## config.mk

```make
export PLATFORM = sky130hd
export DESIGN_NAME = atan2_angle_quantiser
export DESIGN_NICKNAME = d
export VERILOG_FILES = /design/src/rtl/atan2_angle_quantiser.sv
export SDC_FILE = /design/constraint.sdc
export NUM_CORES = 2
export LEC_CHECK = 0
export CAP_MARGIN = 20
export CORE_AREA = 2 2 279 281
export CTS_CLUSTER_DIAMETER = 120
export DETAILED_ROUTE_END_ITERATION = 8
export DIE_AREA = 0 0 281 283
export DONT_BUFFER_PORTS = 1
export SYNTH_ARGS = -nofsm -noshare
export SYNTH_HDL_FRONTEND = slang
export SYNTH_SLANG_ARGS = --single-unit
```

## constraint.sdc

```tcl
create_clock -name clk -period 13 [get_ports clk]
set_clock_uncertainty 0.1 [all_clocks]
set_input_delay 2.6 -clock clk [delete_from_list [all_inputs] [get_ports clk]]
set_output_delay 2.6 -clock clk [all_outputs]
set_load 0.1 [all_outputs]
```

## src/rtl/atan2_angle_quantiser.sv

```systemverilog
// Three-stage angle quantiser for ORB orientation: compares |y|<<FRAC_BITS against |x|*T[k]
// for every tangent threshold and reports quadrant, in-quadrant bin and global angle index.
module atan2_angle_quantiser #(
  parameter int BIT_WIDTH = 12,
  parameter int FRAC_BITS = 9,
  parameter int NUM_T     = 25,
  parameter int T_WIDTH   = 12,
  parameter logic [NUM_T*T_WIDTH-1:0] TAN_TABLE = {
    12'd2036, 12'd676, 12'd404, 12'd286, 12'd220, 12'd177, 12'd147, 12'd125, 12'd108,
    12'd94, 12'd82, 12'd72, 12'd63, 12'd56, 12'd49, 12'd43, 12'd37, 12'd32, 12'd27,
    12'd23, 12'd18, 12'd14, 12'd10, 12'd6, 12'd2},
  parameter int IDX_W     = $clog2(4*(NUM_T+1)),
  localparam int BIN_W    = $clog2(NUM_T+1)
) (
  input  logic                 clk,
  input  logic                 rst,
  input  logic                 ena,
  input  logic                 in_valid,
  input  logic [BIT_WIDTH-1:0] x,
  input  logic [BIT_WIDTH-1:0] y,
  output logic                 out_valid,
  output logic [1:0]           quadrant,
  output logic [BIN_W-1:0]     bin,
  output logic [IDX_W-1:0]     angle_idx
);

  localparam int PW = BIT_WIDTH + T_WIDTH;
  localparam int YW = BIT_WIDTH + FRAC_BITS;
  localparam int CW = (PW > YW) ? PW : YW;

  // Constant multiply as a sum of shifted copies; c is a table constant so this folds to adders.
  function automatic logic [PW-1:0] mul_const(input logic [BIT_WIDTH-1:0] a,
                                              input logic [T_WIDTH-1:0] c);
    logic [PW-1:0] acc;
    acc = '0;
    for (int b = 0; b < T_WIDTH; b++) begin
      if (c[b]) acc = acc + (PW'(a) << b);
    end
    return acc;
  endfunction

  // Stage 1 state
  logic                 s1_valid_reg;
  logic [1:0]           s1_quad_reg;
  logic [BIT_WIDTH-1:0] ax_reg, ay_reg;
  // Stage 2 state
  logic                 s2_valid_reg;
  logic [1:0]           s2_quad_reg;
  logic [PW-1:0]        p_reg [NUM_T];
  logic [YW-1:0]        y_reg;

  logic [BIT_WIDTH-1:0] ax_next, ay_next;
  logic [1:0]           quad_next;
  logic [PW-1:0]        p_next [NUM_T];
  logic [YW-1:0]        y_next;
  logic [NUM_T-1:0]     ge;
  logic [BIN_W-1:0]     cnt;
  logic [BIN_W-1:0]     bin_next;
  logic [IDX_W-1:0]     idx_next;

  // Two's complement negation of the most negative value wraps to 2^(BIT_WIDTH-1), which is
  // exactly its magnitude when read as unsigned.
  assign ax_next   = x[BIT_WIDTH-1] ? (~x + BIT_WIDTH'(1)) : x;
  assign ay_next   = y[BIT_WIDTH-1] ? (~y + BIT_WIDTH'(1)) : y;
  assign quad_next = {y[BIT_WIDTH-1], x[BIT_WIDTH-1] ^ y[BIT_WIDTH-1]};
  assign y_next    = YW'(ay_reg) << FRAC_BITS;

  for (genvar gi = 0; gi < NUM_T; gi++) begin : g_thresh
    localparam logic [T_WIDTH-1:0] TK = TAN_TABLE[gi*T_WIDTH +: T_WIDTH];
    assign p_next[gi] = mul_const(ax_reg, TK);
    assign ge[gi]     = CW'(y_reg) >= CW'(p_reg[gi]);
  end

  // Thresholds are monotonic, so ge is a thermometer code and its popcount is the bin.
  always_comb begin
    cnt = '0;
    for (int k = 0; k < NUM_T; k++) begin
      cnt = cnt + BIN_W'(ge[k]);
    end
  end

  // Odd quadrants run the angle the other way relative to |y|/|x|.
  assign bin_next = s2_quad_reg[0] ? (BIN_W'(NUM_T) - cnt) : cnt;
  assign idx_next = IDX_W'(s2_quad_reg) * IDX_W'(NUM_T + 1) + IDX_W'(bin_next);

  always_ff @(posedge clk) begin
    if (rst) begin
      s1_valid_reg <= 1'b0;
      s1_quad_reg  <= '0;
      ax_reg       <= '0;
      ay_reg       <= '0;
      s2_valid_reg <= 1'b0;
      s2_quad_reg  <= '0;
      y_reg        <= '0;
      for (int k = 0; k < NUM_T; k++) p_reg[k] <= '0;
      out_valid    <= 1'b0;
      quadrant     <= '0;
      bin          <= '0;
      angle_idx    <= '0;
    end else if (ena) begin
      s1_valid_reg <= in_valid;
      s1_quad_reg  <= quad_next;
      ax_reg       <= ax_next;
      ay_reg       <= ay_next;
      s2_valid_reg <= s1_valid_reg;
      s2_quad_reg  <= s1_quad_reg;
      y_reg        <= y_next;
      for (int k = 0; k < NUM_T; k++) p_reg[k] <= p_next[k];
      out_valid    <= s2_valid_reg;
      quadrant     <= s2_quad_reg;
      bin          <= bin_next;
      angle_idx    <= idx_next;
    end
  end

endmodule

```

==> out/results.ini <==
[route]
viasPerCell = 5.74
drc = 0
drt-initial-drc-count = 2203
dr_total_vias = 28400
first_pass_iters = 5
ant_nets = 0
wl_per_cell_microns = 22.6
wl_mm = 112

[critical_path]
critPathKind = reg -> reg
worstPathRequired_ns = 13.41
arrival_ns = 8.78
cpMostUsedCell = fa_1
crit_slowest_cell = dfxtp_2
crit_fanout = 15
reg2reg_from = y_reg[10]
rr_worst_depth = 30
end_kind = register
r2r_slack_ns = 4.64
cpPeakStageDelay_ns = 0.69
r2r_end = angle_idx[6]
cp-start-kind = register

[yosys]
synth_seq_cells = 397
synth_ff_type = edfxtp_1
yosys_warnings = 0
syn_avg_cell_area_sq_um = 9.67
synthArstFlopShare_pct = 0
syn_inst = 3833
syn_area_sq_um = 37100
synthesis.nets = 4599
synth_edf_count = 341
synth_cell_types = 80
synth-seq-area-share_pct = 30.6

[cells_and_area]
drive_above_1_share_pct = 4.96
layout.nets = 4640
largest_reg_flops = 341
layout_commonest_cell = inv_1
area_delta_synth_final_pct = 8.21
utilization_pct = 52.3
n_antenna_cell = 0
layout_common_cells = inv_1 (552), ha_1 (551), nor2_1 (393)

[pwr]
powerDensity_nw_per_um2 = 176
seqPwrFrac_pct = 25.6
intPower_w = 0.00400
power_switching_w = 0.00307
vdd_drop_max_mv = 0.274
p_leak_nw = 18.9
p_clk_share_pct = 18.4
switching_share_pct = 43.5
pwr-share-comb_pct = 56.0

[grt]
grt_max_degree = 181
grtUsageTotal_pct = 28.1
grt_pass1_vias = 27000
antenna_found_initial = 1
grt_pass1_wl_mm = 168
grt-ovfl-total = 0

[clock_tree]
numCtsBuffers = 47
cts.htree.levels = 2
cts_root_buffer = clkbuf_16
worstSkewPairLatency_ns = 0.60
cts_repair_resize_count = 0
post_cts_buffers = 0
path_clk_slew_ns = 0.06
cts_tree = yes
clockBufferDepth = 3
cts_sinks = 397
hold_buffers = 0

[timing]
finalHoldViolCount = 0
post-route-period-util_pct = 64.3
tns_ns = 0
rsz0062_at_grt = false
min_period_ns = 8.36
slew_violations = 0
worst_pin_slew_ns = 1.21
maxSlewHeadroom_pct = 18.8
fmax_mhz = 120
setup_viol = 0

[floorplanning]
start_util_pct = 48.3
io_pins = 43
dieArea_sq_um = 79500
rows = 102
fp.dieW_microns = 281
die_h_microns = 283
fp.coreArea_sq_um = 76700

[worst_hold_path]
holdCritPathClass = reg -> reg
hp-start = s1_quad_reg[0]
hold_end = s1_quad_reg[0]
whs_path_depth = 2

[placement]
dp_hpwl_mm = 83.3
place.gp.congestion = 0.924
numPortBuffers = 0

[run]
max-cap-violations = 0

[run_status]
status = finished, final reports clean

## worst max-delay path by stage
| stage | from | endpoint | slack [ns] |
|---|---|---|---|
| after floorplan | rst | p_reg[0][123] | 1.68 |
| after global placement | y_reg[10] | angle_idx[6] | 4.69 |
| after detailed placement | y_reg[10] | angle_idx[6] | 4.61 |
| after CTS | y_reg[10] | angle_idx[6] | 4.61 |
| after global routing | y_reg[9] | angle_idx[6] | 4.12 |
| final | y_reg[10] | angle_idx[6] | 4.64 |
## synth_stat cells, types with 80 or more instances
master / count / share of area, %
nor3_1: 83 / 1.1
o21a_1: 80 / 1.6
a211oi_1: 93 / 1.9
o21ai_0: 180 / 2.4
fa_1: 187 / 10
a21oi_1: 193 / 2.6
nor2_1: 394 / 4.0
nor2b_1: 80 / 1.3
inv_1: 552 / 5.6
nand2_1: 113 / 1.1
xor2_1: 90 / 2.1
edfxtp_1: 341 / 28
a21o_1: 108 / 2.2
ha_1: 551 / 19
xnor2_1: 113 / 2.7
## metrics by stage
| stage | hold WS [ns] | cell area, sq um | cells | power, W | setup slack [ns] |
|---|---|---|---|---|---|
| 2_1_floorplan | 0.348 | 37100 | 3833 | 0.00475 | 1.68 |
| 3_3_place_gp | 0.370 | 38600 | 4865 | 0.00568 | 4.69 |
| 3_5_place_dp | 0.376 | 38600 | 4865 | 0.00574 | 4.61 |
| 4_1_cts | 0.385 | 40100 | 4951 | 0.00707 | 4.61 |
| 5_1_grt | 0.404 | 40100 | 4951 | 0.00770 | 4.12 |
| 6_report | 0.385 | 40100 | 4951 | 0.00707 | 4.64 |
## critical path: cells and delay by family, from the launching register on
kind | cells | cell delay [ns]
adders and majority gates | 10 | 4.20
AOI/OAI and AO/OA | 8 | 1.69
buffers and inverters | 6 | 0.72
DFF | 1 | 0.69
xor gates and xnor gates | 2 | 0.34
muxes | 1 | 0.31
and+or+nand+nor | 3 | 0.18
## area by class of cell
| type | instances | area, sq um |
|---|---|---|
| clock buffers | 60 | 1310 |
| clock inverters | 26 | 173 |
| fillers | 7052 | 36600 |
| inverters | 553 | 2080 |
| multi-input cells | 2813 | 23400 |
| flip-flops and latches | 397 | 11400 |
| well taps | 1040 | 1300 |
| repair buffers | 62 | 478 |
## logic make-up after synthesis
group	Yosys count	share of synthesized area (%)
buffers and inverters	623	6.32
and+or+nand+nor	936	12.4
AOI/OAI and AO/OA	887	15.9
DFF	397	30.6
adders and majority gates	738	28.7
muxes	49	1.34
xor gates and xnor gates	203	4.80
## power by group through the flow
stage                     combinational, W  clock, W  sequential [W]
after floorplan                    0.00291         0         0.00184
after global placement             0.00385         0         0.00183
after detailed placement           0.00390         0         0.00184
after CTS                          0.00394   0.00132         0.00181
after global routing               0.00450   0.00136         0.00183
final                              0.00396   0.00130         0.00181
## layer usage
layer	wire length, microns	vias to the layer above	track usage, %
met5	0	-	0
met4	3310	0	7.91
met3	6230	164	3.57
met2	51300	812	45.5
met1	51000	13800	39.3
li1	-	13600	-
No activity file was read; power rests on OpenSTA's default activity.
